`src/rtl/pair_match_arbiter.sv`:
```
// rtl/pair_match_arbiter.sv - round-robin shared 5-bit pairwise-equality matrix and popcount engine
// One requester is served at a time: the matrix is registered on grant, then popcounted one row per cycle.
module pair_match_arbiter #(
  parameter  int NUM_REQ = 4,
  localparam int ID_W    = $clog2(NUM_REQ)
) (
  input  logic                   clk,
  input  logic                   rst_n,
  input  logic [NUM_REQ-1:0]     req_valid,
  input  logic [NUM_REQ*5-1:0]   req_data,
  output logic [NUM_REQ-1:0]     req_ready,
  output logic                   res_valid,
  input  logic                   res_ready,
  output logic [ID_W-1:0]        res_id,
  output logic [24:0]            res_matrix,
  output logic [4:0]             res_count,
  output logic                   busy
);

  typedef enum logic [1:0] {IDLE, COUNT, DONE} state_t;

  state_t          state, state_nxt;
  logic [ID_W-1:0] ptr;
  logic [ID_W-1:0] winner;
  logic            any_valid;
  logic [4:0]      win_vec;
  logic [24:0]     mat_nxt;
  logic [2:0]      row;
  logic [4:0]      acc;
  logic [4:0]      row_bits;
  logic [2:0]      row_pc;
  logic [4:0]      acc_nxt;

  // First valid requester at or after ptr, wrapping around.
  always_comb begin
    logic [ID_W:0] idx;
    winner    = '0;
    any_valid = 1'b0;
    idx       = '0;
    for (int k = 0; k < NUM_REQ; k++) begin
      idx = {1'b0, ptr} + (ID_W+1)'(k);
      if (idx >= (ID_W+1)'(NUM_REQ))
        idx = idx - (ID_W+1)'(NUM_REQ);
      if (!any_valid && req_valid[idx[ID_W-1:0]]) begin
        any_valid = 1'b1;
        winner    = idx[ID_W-1:0];
      end
    end
  end

  always_comb begin
    win_vec = '0;
    for (int r = 0; r < NUM_REQ; r++)
      if (winner == ID_W'(r))
        win_vec = req_data[5*r +: 5];
  end

  // Vector bit 4 holds x0, so x_i lives at win_vec[4-i].
  always_comb begin
    mat_nxt = '0;
    for (int i = 0; i < 5; i++)
      for (int j = 0; j < 5; j++)
        mat_nxt[24-(5*i+j)] = ~(win_vec[4-i] ^ win_vec[4-j]);
  end

  always_comb begin
    row_bits = '0;
    for (int r = 0; r < 5; r++)
      if (row == 3'(r))
        row_bits = res_matrix[24-5*r -: 5];
    row_pc  = {2'b0, row_bits[0]} + {2'b0, row_bits[1]} + {2'b0, row_bits[2]}
            + {2'b0, row_bits[3]} + {2'b0, row_bits[4]};
    acc_nxt = acc + {2'b0, row_pc};
  end

  always_ff @(posedge clk) begin
    if (!rst_n)
      state <= IDLE;
    else
      state <= state_nxt;
  end

  always_comb begin
    state_nxt = state;
    req_ready = '0;
    res_valid = 1'b0;
    busy      = 1'b1;
    case (state)
      IDLE: begin
        busy = 1'b0;
        if (any_valid) begin
          req_ready[winner] = 1'b1;
          state_nxt         = COUNT;
        end
      end
      COUNT: begin
        if (row == 3'd4)
          state_nxt = DONE;
      end
      DONE: begin
        res_valid = 1'b1;
        if (res_ready)
          state_nxt = IDLE;
      end
      default: state_nxt = IDLE;
    endcase
  end

  always_ff @(posedge clk) begin
    if (!rst_n) begin
      ptr        <= '0;
      row        <= '0;
      acc        <= '0;
      res_id     <= '0;
      res_matrix <= '0;
      res_count  <= '0;
    end else begin
      case (state)
        IDLE: begin
          if (any_valid) begin
            res_matrix <= mat_nxt;
            res_id     <= winner;
            ptr        <= (winner == ID_W'(NUM_REQ-1)) ? '0 : winner + ID_W'(1);
            acc        <= '0;
            row        <= '0;
          end
        end
        COUNT: begin
          acc <= acc_nxt;
          row <= row + 3'd1;
          if (row == 3'd4)
            res_count <= acc_nxt;
        end
        default: ;
      endcase
    end
  end

endmodule
```
`config.mk`:
```
export PLATFORM = sky130hd
export DESIGN_NAME = pair_match_arbiter
export DESIGN_NICKNAME = d
export VERILOG_FILES = /design/src/rtl/pair_match_arbiter.sv
export SDC_FILE = /design/constraint.sdc
export NUM_CORES = 1
export LEC_CHECK = 0
export ABC_AREA = 1
export CORE_MARGIN = 2
export CORE_UTILIZATION = 49
export CTS_CLUSTER_DIAMETER = 120
export DETAILED_ROUTE_END_ITERATION = 8
export PLACE_DENSITY = 0.81
export REMOVE_ABC_BUFFERS = 1
export SYNTH_ARGS = -nofsm -noshare
export SYNTH_HDL_FRONTEND = slang
export SYNTH_SLANG_ARGS = --single-unit
export TNS_END_PERCENT = 50
```
`constraint.sdc`:
```
create_clock -name clk -period 5.33 [get_ports clk]
set_clock_uncertainty 0.1 [all_clocks]
set_input_delay 0.533 -clock clk [delete_from_list [all_inputs] [get_ports clk]]
set_output_delay 0.533 -clock clk [all_outputs]
set_load 0.01 [all_outputs]
```
Word-level counts from Yosys, hierarchy flattened
Index checks and enable logic that the tools add are counted.

cells by class
  add/sub/neg operators = 14
  order comparisons = 10
  equality and inequality tests = 12
  mux-type cells = 44
  bitwise logic cells = 20
  reductions and logical operators = 15

operator list
  kind                                                 count
  2-to-1 mux 5 bit                                     10
  2-to-1 mux 2 bit                                     12
  < comparator 2 x 3 -> 1 bit (second input constant)  5
  2-to-1 mux 1 bit                                     11
  NOT 1 bit                                            10
  one-hot mux 5 bit (2 select lines)                   1
  bitwise XOR 1 bit                                    10
  >= comparator 3 bit (second input constant)          3
  binary-select mux 1 bit (select 2 bit)               4
  2-to-1 mux 4 bit                                     2
  subtractor 2 x 1 -> 2 bit (second input constant)    4
  adder 2 x 2 -> 3 bit (second input constant)         2
  adder 3 x 1 -> 3 bit                                 2
  == test 2 bit (second input constant)                3
  == test 3 x 2 -> 1 bit (second input constant)       2
  != test 2 bit (second input constant)                3
  one-hot mux 2 bit (3 select lines)                   1
  one-hot mux 3 bit (2 select lines)                   1
  AND reduction 2 bit                                  3
  adder 5 x 3 -> 5 bit                                 1
  == test 2 x 1 -> 1 bit (second input constant)       2
  logical AND 1 bit                                    4
  logical NOT 2 bit                                    2
  adder 2 x 1 -> 3 bit                                 1
  14 further kinds                                     16

word-level totals
  bits in registers = 44
  input bits = 27
  output and inout port bits = 38
  word-level logic and storage cells = 122

Longest topological paths before layout
Gate-level depths: netlist of the first run.

  depth after elaboration = 21
  gate-level depth with buffers = 21
  mapped depth without buffers = 20

Worst setup path before layout of the first run
OpenSTA, ideal clock, no wires.

  kind = register -> register
  start point = register row[0]
  end point = register res_count[4]
  library setup time = 0.115 ns
  data arrival time = 3.557 ns
  required time = 5.115 ns
  path slack = 1.557 ns
  cell stages (with the launch flop) = 20
  path buffers = 0
  clock period less this slack = 3.773 ns
  cells stage by stage = dfxtp_1 > inv_1 > ha_1 > nand2_1 > o21ai_0 > o221ai_1 > a31oi_1 > fa_1 > inv_1 > fa_1 > inv_1 > ha_1 > inv_1 > fa_1 > or2_2 > nand2_1 > nand2_1 > xnor2_1 > o21ai_0 > inv_1

on the way
  word-level cells in the longest chain between the ends = 11
  elaborated cells on any way between the ends = 16
  classes of those cells = 5 x add/sub; 4 x eq/ne; 5 x mux; 2 x reduce/logical

ends and longest elaborated chain
  item                                line  RTL
  start, declared                     28    logic [2:0] row;
  start signal, assigned              130   row <= row + 3'd1;
  logical NOT 3 bit                   69    if (row == 3'(r))
  2-to-1 mux 5 bit (5 in series)      69
  adder 1 x 1 -> 2 bit                71    row_pc = {2'b0, row_bits[0]} + {2'b0, row_bits[1]} + {2'b0, row_bits[2]}
  adder 2 x 1 -> 3 bit                71
  adder 3 x 1 -> 3 bit (2 in series)  72    + {2'b0, row_bits[3]} + {2'b0, row_bits[4]};
  adder 5 x 3 -> 5 bit                73    acc_nxt = acc + {2'b0, row_pc};
  end signal, assigned                132   res_count <= acc_nxt;
  end, declared                       16    output logic [4:0] res_count,

Parallel ways exist; a longest one is shown, timed or not.
A chain may end at the register's enable or synchronous reset.

Worst setup path in the final report of the first run
  start point = register row[0]
  end point = register acc[4]

on the way
  word-level cells in the longest chain between the ends = 12
  elaborated cells on any way between the ends = 16
  classes of those cells = 5 x add/sub; 4 x eq/ne; 6 x mux; 1 x reduce/logical

ends and longest elaborated chain
  item                                    line  RTL
  logical NOT 3 bit                       69
  2-to-1 mux 5 bit (4 in series)          69
  2-to-1 mux 5 bit (*)                    69
  adder 1 x 1 -> 2 bit                    71
  adder 2 x 1 -> 3 bit                    71
  adder 3 x 1 -> 3 bit                    72
  adder 3 x 1 -> 3 bit (*)                72
  adder 5 x 3 -> 5 bit (*)                73
  one-hot mux 5 bit (2 select lines) (*)  118   case (state)
  end signal, assigned                    129   acc <= acc_nxt;
  end, declared                           29    logic [4:0] acc;

Every way passes the cells marked *; elsewhere a longest branch is shown, timed or not.

==> metrics.txt, run 1 <==
result of the run=finished clean; number of buffers inserted by port buffering=64; # clock sinks=30; worst hold slack=0.364 ns; Root Buffer Master=clkbuf_8; capturing point of the worst reg2reg path=acc[4]$_SDFFE_PN0P_; quantity of gates resized following cts=0; most used standard cell by instance count after synthesis=nand2_1; detailed placer's ending HPWL=4.38 mm; footprint of the flip-flops and latches=601 um2; worst reg2reg setup slack=1.23 ns; type of the worst setup path=reg -> reg; Initial Util=0.512; primary flip-flop cell chosen by synthesis mapping=dfxtp_1; vias in the first global route=2160; highest attainable clock frequency=244 MHz; ratio of routed vias to standard cells=between 4 and 5; overall track demand over capacity in global routing=0.212; summed negative setup slack over all endpoints=0 ns; number of buffers inserted by hold repair at cts=0; total wire length after detailed routing=between 5 and 6 mm; kind of path behind the tightest hold check=reg -> reg; antenna violations before repair=0; pin count of the biggest net entering global routing=34; Site Rows=25; horizontal die dimension=74.5 um; number of enable flip-flop cells after synthesis=0; final weighted congestion in routability-driven placement=0.906; Syn Std Cell Area=2430 um2; remaining antenna violation count after routing=0; CTS buffer count=5; max-slew violation count=0; unrepaired setup endpoints after global routing=false; via count of the routed design=2381; max-cap viol count=0; async set or reset register ratio after synthesis=0; post-synth top area share=0.247; total overflow reported by the global router=0; uppermost layer routed=met4; Filler cells=approximately 460; latest clock arrival within the worst-skew pair=0.29 ns; number of instances in the synthesized netlist=367; P_leak=1.38 nW; Power Dens Cells=617 nW/um2; area of the placeable core=4750 um2; area used by multi-input combinational logic=1450 um2; final critical-path share of the clock period=0.770; CTS clock-pin slew for the worst setup and hold paths=0.06 ns; mean cell area of the mapped netlist=~6.6 um2; nets=457; per-cell routed wire length=approximately 12 um; Die Height=around 74 um; number of top-level pins=65; overall power after layout=0.00188 W; most used standard cells in the synthesized netlist=nand2_1, inv_1, dfxtp_1; worst reg2reg path depth=19; Seq/Total Area, Yosys=0.247; launch point of the worst path=row[0]$_SDFFE_PN0P_; element type at the critical path start=register; Setup crit end=acc[4]$_SDFFE_PN0P_; met2 layer wire length in the routed design=2.86 mm; Slew HR=0.524; met1 wire length=2.58 mm; number of inserted diodes=0; routed wl met3=181 um; warning count from the yosys run=0; biggest area contributors in the synthesized netlist=dfxtp_1, nand2_1, inv_1; worst flop-to-flop path startpoint=row[0]$_SDFFE_PN0P_; maximum fanout along the worst path=10; Final setup viols=0; violation count after the first detailed-route iteration=128; CTS tree=done; H-tree Lvls=2; maximum clock insertion buffer count=2; clock period minus final worst setup slack=4.10 ns; Crit. End Element=register; worst ir drop on vdd=513 uV; Setup Buffers After CTS=0; first-pass GRT wire length=around 9.1 mm; final count of hold timing violations=0; layout overhead on the synthesized area=25.4%; arrival time reported for the critical path endpoint=4.22 ns; Util after Layout=0.642; number of unique standard cell types used by synthesis=32; biggest area consumer among synthesized cells=dfxtp_1; CP Data Required Time=5.44 ns; fraction of final layout cells with drive strength greater than 1=0.104; transition time of the tightest slew-check pin=around 0.7 ns; register bit total from synthesis=30; die area=5550 um2; DRC violations left=0; number of iterations in the first detailed-routing pass=4
## worst max-delay path: stages (launching register included)
cell	delay, ns
dfxtp_1	0.40
inv_1	0.09
ha_1	0.20
nand2_1	0.21
o21ai_0	0.13
o221ai_1	0.21
a31oi_1	0.14
fa_1	0.53
inv_1	0.05
fa_1	0.47
inv_1	0.07
ha_1	0.16
inv_1	0.05
fa_1	0.37
or2_2	0.32
nand2_1	0.07
nand2_1	0.06
xnor2_1	0.18
nand2_1	0.09
a21oi_2	0.13
## metrics by stage
step	setup WS, ns	instances	area [um2]
CTS	1.24	481	3050
detailed placement	1.28	474	2980
global placement	1.42	474	2980
finish	1.23	481	3050
floorplan	1.56	343	2250
global route	0.904	481	3050
## kinds of logic (layout without fill, tap and decap cells)
logic type	Yosys count	after routing	synth area share
simple gates	168	168	0.313
flops	30	30	0.247
compound gates	70	70	0.171
fa+ha+maj	16	16	0.0915
xor+xnor	6	6	0.0216
buf+inv	77	124	0.157
## placed cells by master (no fill, tap or decap)
master and instances:
nand2_1 105, clkdlybuf4s50_1 64, inv_1 50, dfxtp_1 30, nor2_1 26, a21oi_1 25
o21ai_0 23, ha_1 13, nand3_2 10, a21oi_2 10, nand3_1 9, nand2_2 8
xor2_1 5, clkbuf_8 5, a31oi_1 4, inv_2 3, nor3_1 3, o221ai_1 3
or2_2 3, fa_1 3, nand2_4 2, o22ai_1 2, clkbuf_1 2, nor2_4 1
o21ai_2 1, nand4_1 1, a22oi_1 1, xnor2_1 1, a211oi_1 1
## area by class of cell
class | instances | area share
Sequential cell | 30 | 0.197
Tap cell | 67 | 0.0275
Multi-Input combinational cell | 260 | 0.476
Timing Repair Buffer | 64 | 0.210
Clock buffer | 7 | 0.0250
Inverter | 53 | 0.0652
## how the worst min path moves through the flow
| stage | slack, ns | start | end | cells past startpoint |
|---|---|---|---|---|
| 2_1_floorplan | 0.36 | acc[1]$_SDFFE_PN0P_ | acc[1]$_SDFFE_PN0P_ | 2 |
| 4_1_cts | 0.36 | res_count[0]$_SDFFE_PN0P_ | res_count[0]$_SDFFE_PN0P_ | 2 |
| 3_5_place_dp | 0.35 | res_count[0]$_SDFFE_PN0P_ | res_count[0]$_SDFFE_PN0P_ | 2 |
| 6_report | 0.36 | res_count[0]$_SDFFE_PN0P_ | res_count[0]$_SDFFE_PN0P_ | 2 |
| 3_3_place_gp | 0.35 | res_count[0]$_SDFFE_PN0P_ | res_count[0]$_SDFFE_PN0P_ | 2 |
| 5_1_grt | 0.40 | res_count[2]$_SDFFE_PN0P_ | res_count[2]$_SDFFE_PN0P_ | 2 |
## power by group
part	internal [W]	switching, W	total, W
logic	0.000554	0.000807	0.00136
registers	0.000284	0.0000680	0.000352
clock network	0.0000896	0.0000813	0.000171
total	0.000927	0.000957	0.00188
## sequential cells by signal, indices dropped and copies added, names as in the netlist
name	flops
res_count	5
state	2
row	3
res_matrix	11
res_id	2
acc	5
ptr	2
## metal layers
layer / up-vias / GRT usage
met2: 48 / 0.378
met5: - / 0
met3: 10 / 0.0461
met4: 0 / 0.0655
li1: 1241 / -
met1: 1082 / 0.254
Power figures use the tool's default switching activity.
==> run 2: changes to the inputs <==
==> constraint.sdc (replaced) <==
create_clock -name clk -period 4 [get_ports clk]
set_clock_uncertainty 0.1 [all_clocks]
set_input_delay 0.4 -clock clk [delete_from_list [all_inputs] [get_ports clk]]
set_output_delay 0.4 -clock clk [all_outputs]
set_load 0.01 [all_outputs]
==> metrics.txt, run 2 (synthesis gave the netlist of run 1 again) <==
via count of the routed design=2404; non-filler cells in the finished layout=486; max-slew violation count=0; type of the worst setup path=reg -> reg; critical path, cell by cell=inv_1 -> ha_2 -> nand2_2 -> o21ai_1 -> o221ai_1 -> a31oi_1 -> fa_1 -> inv_1 -> fa_1 -> inv_1 -> ha_2 -> inv_1 -> fa_2 -> or2_4 -> nand2_1 -> nand2_2 -> xnor2_2 -> nand2_1 -> a21oi_2; H-tree Lvls=2; worst reg2reg path depth=19; kind of path behind the tightest hold check=reg -> reg; max-cap viol count=0; number of inserted diodes=0; CP Depth=19; leading cell types in the layout, fill and taps excluded=nand2_1, clkdlybuf4s50_1, inv_1; per-cell routed wire length=12.2 um; CP Data Required Time=around 4.1 ns; horizontal die dimension=between 70 and 80 um; Final setup viols=0; final weighted congestion in routability-driven placement=0.868; registers with the most flip-flops=res_matrix: 11 flops, acc: 5 flops, res_count: 5 flops; overall power after layout=0.00258 W; largest incremental delay on the critical path=0.55 ns; highest attainable clock frequency=263 MHz; Util after Layout=0.663; pin count of the biggest net entering global routing=34; maximum clock insertion buffer count=2; element type at the critical path start=register; ratio of routed vias to standard cells=4.95; most frequent standard cell in the layout excluding fill and tap cells=nand2_1; worst flop-to-flop path startpoint=row[0]$_SDFFE_PN0P_; Crit. End Element=register; CTS clock-pin slew for the worst setup and hold paths=roughly 0.06 ns; transition time of the tightest slew-check pin=approximately 0.68 ns; latest clock arrival within the worst-skew pair=0.29 ns; Filler cells=424; number of buffers inserted by hold repair at cts=0; final count of hold timing violations=0; die area=5550 um2; total wire length after detailed routing=5.93 mm; Max stage delay cell, worst path=fa_1; layout overhead on the synthesized area=29.6%; worst ir drop on vdd=roughly 810 uV; nets=approximately 460; fraction of final layout cells with drive strength greater than 1=0.155; CTS buffer count=5; flip-flop count of the largest register, all copies and words added=11; area of the placeable core=4750 um2; DRC violations left=0; number of top-level pins=65; count of buffer and inverter cells on the critical path=4; CTS tree=done; Setup crit end=acc[4]$_SDFFE_PN0P_; result of the run=finished clean; violation count after the first detailed-route iteration=167; register with the most flip-flops=res_matrix; Initial Util=0.512; vias in the first global route=2124; maximum fanout along the worst path=5; P_leak=between 1 and 1.5 nW; total overflow reported by the global router=0; launch point of the worst path=row[0]$_SDFFE_PN0P_; first-pass GRT wire length=9.25 mm; antenna violations before repair=0; Slew HR=0.543; arrival time reported for the critical path endpoint=3.92 ns; placed insts=475; overall track demand over capacity in global routing=0.215; final critical-path share of the clock period=0.950; Root Buffer Master=clkbuf_8; top cell family by delay on the critical path=adder cells; number of iterations in the first detailed-routing pass=4; clock period minus final worst setup slack=roughly 3.8 ns; detailed placer's ending HPWL=4.40 mm; Power Dens Cells=817 nW/um2; capturing point of the worst reg2reg path=acc[4]$_SDFFE_PN0P_; Die Height=74.5 um; remaining antenna violation count after routing=0; number of buffers inserted by port buffering=64; worst reg2reg setup slack=0.20 ns; Site Rows=25; # clock sinks=30; cell repeated most along the worst path=inv_1
==> run 2: cell types whose count changed in the layout (fill, tap and decap cells not counted), moves of 3 or more <==
cell	delta
o21ai_1	+3
nand2_1	-4
buf_4	+4
ha_1	-4
nand2_2	+4
o21ai_0	-3
ha_2	+3
==> run 2: cell type report <==
type | instances | area (um2) | area share
multi-input cells | 260 | 1500 | 0.477
repair buffers | 68 | 671 | 0.213
flip-flops and latches | 30 | 606 | 0.192
inverters | 53 | 199 | 0.0631
clock buffers | 7 | 86.3 | 0.0274
well taps | 67 | 83.8 | 0.0266
clock inverters | 1 | 5.00 | 0.00159
==> run 2: worst min path at each step <==
stage                              start                   endpoint  slack (ns)  cells past startpoint
2_1_floorplan        acc[1]$_SDFFE_PN0P_        acc[1]$_SDFFE_PN0P_        0.36                      2
3_3_place_gp   res_count[0]$_SDFFE_PN0P_  res_count[0]$_SDFFE_PN0P_        0.35                      2
3_5_place_dp   res_count[0]$_SDFFE_PN0P_  res_count[0]$_SDFFE_PN0P_        0.36                      2
4_1_cts        res_count[0]$_SDFFE_PN0P_  res_count[0]$_SDFFE_PN0P_        0.37                      2
5_1_grt        res_count[0]$_SDFFE_PN0P_  res_count[0]$_SDFFE_PN0P_        0.39                      2
6_report       res_count[0]$_SDFFE_PN0P_  res_count[0]$_SDFFE_PN0P_        0.37                      2
==> run 2: worst register-to-register path, cell delays in order (launching register included) <==
cell      delay (ns)
dfxtp_4         0.37
inv_1           0.07
ha_2            0.19
nand2_2         0.11
o21ai_1         0.08
o221ai_1        0.16
a31oi_1         0.14
fa_1            0.55
inv_1           0.06
fa_1            0.47
inv_1           0.08
ha_2            0.18
inv_1           0.06
fa_2            0.34
or2_4           0.27
nand2_1         0.08
nand2_2         0.07
xnor2_2         0.15
nand2_1         0.09
a21oi_2         0.14
==> run 2: per-stage QoR <==
step | hold WS (ns) | instance area (um2) | setup slack [ns] | setup TNS, ns
2_1_floorplan | 0.358 | 2250 | 0.228 | 0
3_3_place_gp | 0.351 | 2980 | 0.185 | 0
3_5_place_dp | 0.360 | 2980 | 0.000399 | 0
4_1_cts | 0.373 | 3080 | 0.00989 | 0
5_1_grt | 0.387 | 3150 | -0.0696 | -0.123
6_report | 0.365 | 3150 | 0.199 | 0
==> run 2: timing repair <==
item	in CTS	in global routing
resized for setup	2	20
pin swaps	0	5
setup buffers	0	3
setup endpoints to repair	2	2
gates cloned	0	0
==> run 2: where the power goes <==
group          total (W)  switching (W)  internal, W
Sequential      0.000474      0.0000949     0.000379
Clock           0.000250       0.000112     0.000138
Combinational    0.00185        0.00109     0.000760
Total            0.00258        0.00130      0.00128
==> run 2: per-layer routing <==
| layer | GRT usage | vias to the layer above | share of wire |
|---|---|---|---|
| met3 | 0.0339 | 14 | 0.056 |
| met1 | 0.256 | 1069 | 0.42 |
| met2 | 0.388 | 76 | 0.50 |
| met5 | 0 | - | 0 |
| li1 | - | 1245 | - |
| met4 | 0.0774 | 0 | 0.020 |
==> run 3: changes to the inputs <==
--- a/config.mk
+++ b/config.mk
@@ -9,6 +9,7 @@
 export CORE_MARGIN = 2
 export CORE_UTILIZATION = 49
 export CTS_CLUSTER_DIAMETER = 120
+export CTS_CLUSTER_SIZE = 16
 export DETAILED_ROUTE_END_ITERATION = 8
 export PLACE_DENSITY = 0.81
 export REMOVE_ABC_BUFFERS = 1
==> results of run 3 <==
No change in the layout: final DEF, timing and power equal those of run 2.
